`src/rtl/uart_pkg.sv`:
```
// Shared UART definitions: transmitter state encoding, divisor width default and data-bit counts.
// Kept separate so the receiver can adopt the same encoding later.
package uart_pkg;

    localparam int DIVW_DEFAULT = 24;
    localparam int NBITS8       = 8;
    localparam int NBITS9       = 9;

    typedef enum logic [2:0] {
        ST_IDLE  = 3'd0,
        ST_BREAK = 3'd1,
        ST_START = 3'd2,
        ST_DATA  = 3'd3,
        ST_STOP  = 3'd4
    } tx_state_t;

endpackage

```
`src/rtl/uart_baud_cnt.sv`:
```
// Loadable baud down-counter; zero flags the last clk of the current bit period.
// Holds at zero until reloaded, so one load per bit gives a period of load_val+1 clocks.
module uart_baud_cnt #(
    parameter int W = 24
) (
    input  logic         clk,
    input  logic         rst_n,
    input  logic         clr,
    input  logic         load,
    input  logic [W-1:0] load_val,
    output logic         zero
);

    logic [W-1:0] count;

    always_ff @(posedge clk or negedge rst_n) begin
        if (!rst_n) begin
            count <= '0;
        end else if (clr) begin
            count <= '0;
        end else if (load) begin
            count <= load_val;
        end else if (count != '0) begin
            count <= count - W'(1);
        end
    end

    assign zero = (count == '0);

endmodule

```
`src/rtl/uart_tx.sv`:
```
// UART transmitter: pops words from a show-ahead FIFO and sends start, 8/9 data bits LSB first,
// then 1/2 stop bits. Also drives a line break on request. All outputs are registered.
module uart_tx
    import uart_pkg::*;
#(
    parameter int DIVW = DIVW_DEFAULT
) (
    input  logic            clk,
    input  logic            rst_n,
    input  logic            clr_n,
    input  logic [DIVW-1:0] ckdiv,
    input  logic            data9b,
    input  logic            stopb2,
    input  logic            brk,
    input  logic            tf_empty,
    input  logic [8:0]      tf_rbyte,
    output logic            tf_read,
    output logic            busy,
    output logic            tx_done,
    output logic            uart_txd
);

    tx_state_t       state;
    tx_state_t       state_nxt;

    logic [DIVW-1:0] div_lat;
    logic            data9b_lat;
    logic            stopb2_lat;
    logic [8:0]      shift;
    logic [3:0]      bit_cnt;
    logic            stop_cnt;

    logic            start_frame;
    logic            bit_end;
    logic            cnt_zero;
    logic            cnt_load;
    logic [DIVW-1:0] cnt_load_val;

    logic            txd_d;
    logic            busy_d;
    logic            done_d;
    logic            read_d;

    assign start_frame  = (state == ST_IDLE) && !brk && !tf_empty;
    assign bit_end      = cnt_zero && (state inside {ST_START, ST_DATA, ST_STOP});
    // The first bit of a frame uses ckdiv directly since div_lat is captured on that same edge.
    assign cnt_load_val = (state == ST_IDLE) ? ckdiv : div_lat;
    assign cnt_load     = start_frame || (bit_end && (state_nxt != ST_IDLE));

    uart_baud_cnt #(
        .W (DIVW)
    ) u_baud_cnt (
        .clk      (clk),
        .rst_n    (rst_n),
        .clr      (!clr_n),
        .load     (cnt_load),
        .load_val (cnt_load_val),
        .zero     (cnt_zero)
    );

    always_ff @(posedge clk or negedge rst_n) begin
        if (!rst_n) begin
            state <= ST_IDLE;
        end else if (!clr_n) begin
            state <= ST_IDLE;
        end else begin
            state <= state_nxt;
        end
    end

    always_comb begin
        state_nxt = state;
        case (state)
            ST_IDLE: begin
                if (brk) begin
                    state_nxt = ST_BREAK;
                end else if (!tf_empty) begin
                    state_nxt = ST_START;
                end
            end
            ST_BREAK: begin
                if (!brk) begin
                    state_nxt = ST_IDLE;
                end
            end
            ST_START: begin
                if (bit_end) begin
                    state_nxt = ST_DATA;
                end
            end
            ST_DATA: begin
                if (bit_end && (bit_cnt == 4'd0)) begin
                    state_nxt = ST_STOP;
                end
            end
            ST_STOP: begin
                if (bit_end && !stop_cnt) begin
                    state_nxt = ST_IDLE;
                end
            end
            default: state_nxt = ST_IDLE;
        endcase
    end

    // Next values of the registered outputs; txd holds its level between bit boundaries.
    always_comb begin
        txd_d  = uart_txd;
        busy_d = busy;
        done_d = 1'b0;
        read_d = 1'b0;
        case (state)
            ST_IDLE: begin
                txd_d = 1'b1;
                if (brk) begin
                    txd_d = 1'b0;
                end else if (!tf_empty) begin
                    txd_d  = 1'b0;
                    busy_d = 1'b1;
                    read_d = 1'b1;
                end
            end
            ST_BREAK: begin
                txd_d  = !brk;
                busy_d = 1'b0;
            end
            ST_START: begin
                if (bit_end) begin
                    txd_d = shift[0];
                end
            end
            ST_DATA: begin
                if (bit_end) begin
                    txd_d = (bit_cnt == 4'd0) ? 1'b1 : shift[0];
                end
            end
            ST_STOP: begin
                if (bit_end && !stop_cnt) begin
                    busy_d = 1'b0;
                    done_d = 1'b1;
                end
            end
            default: begin
                txd_d  = 1'b1;
                busy_d = 1'b0;
            end
        endcase
    end

    always_ff @(posedge clk or negedge rst_n) begin
        if (!rst_n) begin
            uart_txd <= 1'b1;
            busy     <= 1'b0;
            tx_done  <= 1'b0;
            tf_read  <= 1'b0;
        end else if (!clr_n) begin
            uart_txd <= 1'b1;
            busy     <= 1'b0;
            tx_done  <= 1'b0;
            tf_read  <= 1'b0;
        end else begin
            uart_txd <= txd_d;
            busy     <= busy_d;
            tx_done  <= done_d;
            tf_read  <= read_d;
        end
    end

    // bit_cnt counts data bits still to follow the one currently on the line.
    always_ff @(posedge clk or negedge rst_n) begin
        if (!rst_n) begin
            shift      <= '0;
            bit_cnt    <= '0;
            stop_cnt   <= 1'b0;
            div_lat    <= '0;
            data9b_lat <= 1'b0;
            stopb2_lat <= 1'b0;
        end else if (!clr_n) begin
            shift    <= '0;
            bit_cnt  <= '0;
            stop_cnt <= 1'b0;
        end else if (start_frame) begin
            shift      <= {tf_rbyte[8] & data9b, tf_rbyte[7:0]};
            div_lat    <= ckdiv;
            data9b_lat <= data9b;
            stopb2_lat <= stopb2;
        end else if (bit_end) begin
            case (state)
                ST_START: begin
                    shift   <= {1'b0, shift[8:1]};
                    bit_cnt <= data9b_lat ? 4'(NBITS9 - 1) : 4'(NBITS8 - 1);
                end
                ST_DATA: begin
                    if (bit_cnt == 4'd0) begin
                        stop_cnt <= stopb2_lat;
                    end else begin
                        shift   <= {1'b0, shift[8:1]};
                        bit_cnt <= bit_cnt - 4'd1;
                    end
                end
                ST_STOP: begin
                    stop_cnt <= 1'b0;
                end
                default: ;
            endcase
        end
    end

endmodule

```
`config.mk`:
```
export PLATFORM = sky130hd
export DESIGN_NAME = uart_tx
export DESIGN_NICKNAME = d
export VERILOG_FILES = /design/src/rtl/uart_pkg.sv /design/src/rtl/uart_baud_cnt.sv /design/src/rtl/uart_tx.sv
export SDC_FILE = /design/constraint.sdc
export NUM_CORES = 1
export LEC_CHECK = 0
export CORE_MARGIN = 10
export CORE_UTILIZATION = 56
export CTS_BUF_LIST = sky130_fd_sc_hd__clkbuf_8 sky130_fd_sc_hd__clkbuf_16
export DETAILED_ROUTE_END_ITERATION = 7
export PLACE_DENSITY = 0.78
export REMOVE_ABC_BUFFERS = 1
export SYNTH_ARGS = -nofsm -noshare
export SYNTH_HDL_FRONTEND = slang
export SYNTH_SLANG_ARGS = --single-unit
```
`constraint.sdc`:
```
create_clock -name clk -period 2.4 [get_ports clk]
set_input_delay 0.36 -clock clk [delete_from_list [all_inputs] [get_ports clk]]
set_output_delay 0.36 -clock clk [all_outputs]
set_load 0.005 [all_outputs]
```
==> run summary, run 1 <==
Final setup viols - 0
Startpoint types - flip-flop
Max Cap Viol - 0
WP depth - 7
Core area - 6719 sq um
Worst skew pair latency - 0.36 ns
Final WS setup - 0.1893 ns
Row Count - 30
Post-DR vias/cell - 5.964
Gr usage total - 0.1759
Critical Path Source - u_baud_cnt.count[13]$_DFFE_PN0P_
Buf+Inv Stages, Crit Path - 2
Global route overflow - 0
Die height - 102.8 microns
Die W - 102.8 microns
WL/cell - 17.03 microns
Synthesized area - 3841 sq um
Part of the cycle the worst path needs - 0.9211
Reg2reg path depth - 7
Crit path max-delay cell type - or3_1
Worst EP arrival - 2.44 ns
Layout area overhead - 20.49%
Synthesis Warnings - 0
Port bufs - 43
Minimum clock period - 2.211 ns
Yosys top cell by area - dfrtp_1
Main area contributors after synthesis - dfrtp_1 46%, mux2_2 11%, mux2i_1 5.7%
Crit path max fanout - 14
Most common cell after layout, fill and taps aside - dfrtp_1
Layout cells sized above 1 - 0.1890
Reg area - 1778 sq um
Worst VDD drop - 0.6147 mV
Status - complete, no violations
Post-Syn Area per Cell - 10.61 sq um
Slew HR - 0.6287
Fill cells - 525
First-pass GRT wire length - 14.75 mm
CP endpoint kind - flip-flop
Ant diodes - 0
Initial core utilization - 0.5717
DR DRC count - 0
Timing endpoint of the critical path - u_baud_cnt.count[12]$_DFFE_PN0P_
Hpwl dp - 6.040 mm
Power density of the placed cells - 976.7 nW/um^2
RSZ-0062 raised after global routing - no
Fmax achieved - 0.4523 GHz
Pre-antenna DRT Iters - 4
Synth top area share - 0.4560
CP Data Required Time - 2.63 ns
Pin count of the biggest net entering global routing - 33
Reg2reg start - u_baud_cnt.count[13]$_DFFE_PN0P_
CTS root buf - clkbuf_8
Most used cell, CP - buf_4
Least-Margin Pin Slew - 0.5569 ns
Reg2reg end - u_baud_cnt.count[12]$_DFFE_PN0P_
HP Class - flip-flop to flip-flop
Final Max Tran Viols - 0
Flops & latches, synth - 71
Area of the multi-input gates - 1951 sq um
CTS Buffer Depth - 2
Clock Skew - 0.01379 ns
Post-synth ARST share - 1.000
Initial antenna violation count - 0
Leak pwr - 2.026 nW
Num CTS Buffers - 9
Setup CP Type - flip-flop to flip-flop
Vias in the first global route - 3,083
Yosys cell types - 44
Max incr delay on CP - 0.50 ns
Flop2flop setup slack - 0.19 ns
Commonest cells after routing, fill and taps aside - 70 x dfrtp_1, 42 x clkdlybuf4s50_1, 39 x mux2_2
Hold slack - 0.5029 ns
Clock slew at reported path FFs - 0.08 ns
Antenna-violating nets left - 0
Total power draw - 4.520 mW
Synth Flop Type - dfrtp_1
# nets final - 456
Vias after detailed routing - 2,970
CP delay by family, top - simple AND/OR/NAND/NOR gates
H-tree Lvls - 3
Final GP Congestion - 0.8987
Die area - 10,570 sq um
Cells along the critical path - nor4_1 > nand4_2 > buf_4 > or3_1 > nand2_1 > buf_4 > o31ai_1
EDFF count, synth - 0
Iteration-0 DRC Markers - 167
Pre-CTS setup slack - 0.2209 ns
CTS tree - yes
Synth Instances - 362
Drt total wl - 8.481 mm
CTS sink cnt - 71
Fin. Hold Viols - 0
IO Pins - 44
Sequential share of the synthesized area - 0.4629
-- worst min path at each step --
stage                           startpoint                      to  slack, ns  depth (start not counted)
floorplan                            rst_n  bit_cnt[0]$_DFFE_PN0P_       0.06                          0
global placement                     rst_n    shift[3]$_DFFE_PN0P_       0.39                          1
detailed placement                   rst_n    shift[3]$_DFFE_PN0P_       0.38                          1
CTS                   stop_cnt$_DFFE_PN0P_       tx_done$_DFF_PN0_       0.50                          1
global route        div_lat[5]$_DFFE_PN0P_  div_lat[5]$_DFFE_PN0P_       0.52                          1
finish              div_lat[8]$_DFFE_PN0P_  div_lat[8]$_DFFE_PN0P_       0.50                          1
-- worst register-to-register path, stage by stage, from the launching register on --
cell and delay (ns):
dfrtp_1 0.43, nor4_1 0.36, nand4_2 0.13, buf_4 0.21, or3_1 0.50, nand2_1 0.14, buf_4 0.21, o31ai_1 0.11
-- cell families after synthesis --
| kind of cell | share of synthesized area |
|---|---|
| compound gates | 0.1081 |
| xor+xnor | 0.04788 |
| fa+ha+maj | 0.009773 |
| buf+inv | 0.03387 |
| flops | 0.4629 |
| mux | 0.1717 |
| simple gates | 0.1658 |
-- state kept, by name, indices dropped and copies added, names as in the netlist, 3 cells and up --
signal	flops
div_lat	24
shift	9
u_baud_cnt.count	24
state	3
bit_cnt	4
-- cell type report --
type	count	area share
well taps	80	0.02163
clock buffers	12	0.03569
repair buffers	60	0.1263
flip-flops and latches	71	0.3842
inverters	9	0.007299
clock inverters	4	0.003514
multi-input cells	262	0.4215
-- per-stage QoR --
stage	cells	utilization	setup TNS, ns	area [sq um]
floorplan	342	-	-49.88	3745
global placement	481	0.6598	0	4433
detailed placement	481	0.6598	0	4433
CTS	498	0.6883	0	4624
global route	498	0.6888	0	4628
finish	498	0.6888	0	4628
-- cells in the mapped netlist (all sizes together), types with 7 or more instances --
cell,count
nor4,10
a21oi,18
mux2i,22
o31ai,16
dfrtp,70
nor2,17
o22ai,7
o21ai,17
clkbuf,12
mux2,39
nand3,21
nand2,20
xnor2,16
nor3,12
inv,8
buf,8
or4,7
-- layer usage --
layer / global-route usage / up-vias / part of all wire
met5: 0 / - / 0
met4: 0.07059 / 0 / 0.015
met2: 0.2669 / 78 / 0.47
met1: 0.2317 / 1450 / 0.45
met3: 0.04960 / 13 / 0.063
li1: - / 1429 / -
-- timing repair --
item,CTS,global route
setup endpoints to repair,0,1
hold endpoints to repair,7,0
hold buffers,1,0
setup buffers,0,0
gates resized for setup,0,1
-- report_power, final --
group	internal (mW)	total (mW)	switching, mW
combinational	0.902	1.84	0.938
clock	0.447	0.887	0.440
sequential	1.50	1.79	0.290
Note: power is estimated with default switching activity, not from simulation.
==> run 2: changes to the inputs <==
--- a/config.mk
+++ b/config.mk
@@ -5,6 +5,7 @@
 export SDC_FILE = /design/constraint.sdc
 export NUM_CORES = 1
 export LEC_CHECK = 0
+export CORE_ASPECT_RATIO = 1.2
 export CORE_MARGIN = 10
 export CORE_UTILIZATION = 56
 export CTS_BUF_LIST = sky130_fd_sc_hd__clkbuf_8 sky130_fd_sc_hd__clkbuf_16
==> run summary, run 2 (same netlist as run 1, synthesis figures left out) <==
DP Area - 4457 sq um
Final Max Tran Viols - 0
Total power draw - 4.698 mW
Fmax achieved - 0.4618 GHz
Core area - 6771 sq um
Hold-fix buffers, CTS - 0
Hpwl dp - 5.824 mm
Reg area - 1778 sq um
RSZ-0062 raised after global routing - no
Pin count of the biggest net entering global routing - 72
Setup CP Type - flip-flop to flip-flop
Hold slack - 0.02720 ns
Worst EP arrival - 2.39 ns
Antenna-violating nets left - 0
Startpoint types - flip-flop
Vias in the first global route - 3,131
Die W - 95.61 microns
Top flop regs - div_lat (24), u_baud_cnt.count (24), shift (9)
Post-CTS Resized - 0
Placed cells - 490
DR DRC count - 0
CP endpoint kind - flip-flop
Flop2flop setup slack - 0.23 ns
Drt total wl - 8.345 mm
# nets final - 457
Slew HR - 0.6107
Vias after detailed routing - 2,984
CTS root buf - clkbuf_8
Pre-CTS setup slack - 0.2265 ns
IO Pins - 44
Initial core utilization - 0.5673
CTS sink cnt - 71
Leak pwr - 2.035 nW
Fin cells - 505
Fin. Hold Viols - 0
Final instance area - 4673 sq um
Post-DR vias/cell - 5.909
Layout Utilization - 0.6901
Commonest cells after routing, fill and taps aside - 70 x dfrtp_1, 42 x clkdlybuf4s50_1, 39 x mux2_2
Clock Skew - 0.009941 ns
Gr usage total - 0.1631
Port bufs - 43
Die area - 10,590 sq um
Minimum clock period - 2.165 ns
Power density of the placed cells - 1005 nW/um^2
Layout cells sized above 1 - 0.1938
WL/cell - 16.52 microns
Global route overflow - 0
Max Cap Viol - 0
Final GP Congestion - 0.8925
Postcts setup bufs - 0
Area of the multi-input gates - 1951 sq um
HP Class - primary input to asynchronous set/reset pin
Crit path max fanout - 9
Worst skew pair latency - 0.35 ns
Final setup TNS - 0 ns
Initial antenna violation count - 0
First-pass GRT wire length - 14.19 mm
Least-Margin Pin Slew - 0.5827 ns
Clock slew at reported path FFs - 0.07 ns
Part of the cycle the worst path needs - 0.9022
Final setup viols - 0
CP Data Required Time - 2.62 ns
Ant diodes - 0
Row Count - 33
Fill cells - 527
Pre-antenna DRT Iters - 4
H-tree Lvls - 3
Iteration-0 DRC Markers - 165
Final WS setup - 0.2347 ns
Worst VDD drop - 0.6812 mV
Num CTS Buffers - 9
CTS Buffer Depth - 2
Status - complete, no violations
Layout area overhead - 21.66%
Die height - 110.7 microns
Most common cell after layout, fill and taps aside - dfrtp_1
CTS tree - yes
## run 2: cell count changes in the layout (fill, tap and decap cells not counted), sizes merged
cell,before,now
clkinv,2,1
buf,17,19
dlygate4sd3,1,0
clkbuf,12,10
inv,11,10
clkinvlp,0,1
bufinv,0,2
## run 2: critical path, cell delays in order, from the launching register on
cell and delay (ns):
dfrtp_1 0.41, nor4_1 0.37, nand4_2 0.26, or3_1 0.56, nand3_1 0.31, o22ai_1 0.14
## run 2: final cells by class
class                           count  area share
Tap cell                           87     0.02329
Inverter                            9    0.007229
Timing Repair Buffer               61      0.1261
Sequential cell                    71      0.3805
Clock buffer                       10     0.02945
Multi-Input combinational cell    262      0.4174
Clock inverter                      5     0.01606
## run 2: path summary, 6_finish.rpt
path,from,end,cells past startpoint
min reg2reg,div_lat[10]$_DFFE_PN0P_,div_lat[10]$_DFFE_PN0P_,1
min in group clk,div_lat[10]$_DFFE_PN0P_,div_lat[10]$_DFFE_PN0P_,1
max reg2reg,u_baud_cnt.count[13]$_DFFE_PN0P_,u_baud_cnt.count[15]$_DFFE_PN0P_,5
max in group asynchronous,rst_n,uart_txd$_DFFE_PN1P_,2
max,u_baud_cnt.count[13]$_DFFE_PN0P_,u_baud_cnt.count[15]$_DFFE_PN0P_,5
min,rst_n,shift[3]$_DFFE_PN0P_,2
## run 2: layer usage
layer	GRT usage	share of wire	wire (microns)	vias to the layer above
li1	-	-	-	1437
met1	0.2016	0.43	3613	1459
met2	0.2588	0.50	4169	75
met3	0.05014	0.052	437	13
met4	0.05911	0.015	125	0
met5	0	0	0	-
## run 2: report_power, final
| group | switching (mW) | internal (mW) |
|---|---|---|
| clock network | 0.431 | 0.600 |
| logic | 0.951 | 0.929 |
| registers | 0.284 | 1.50 |
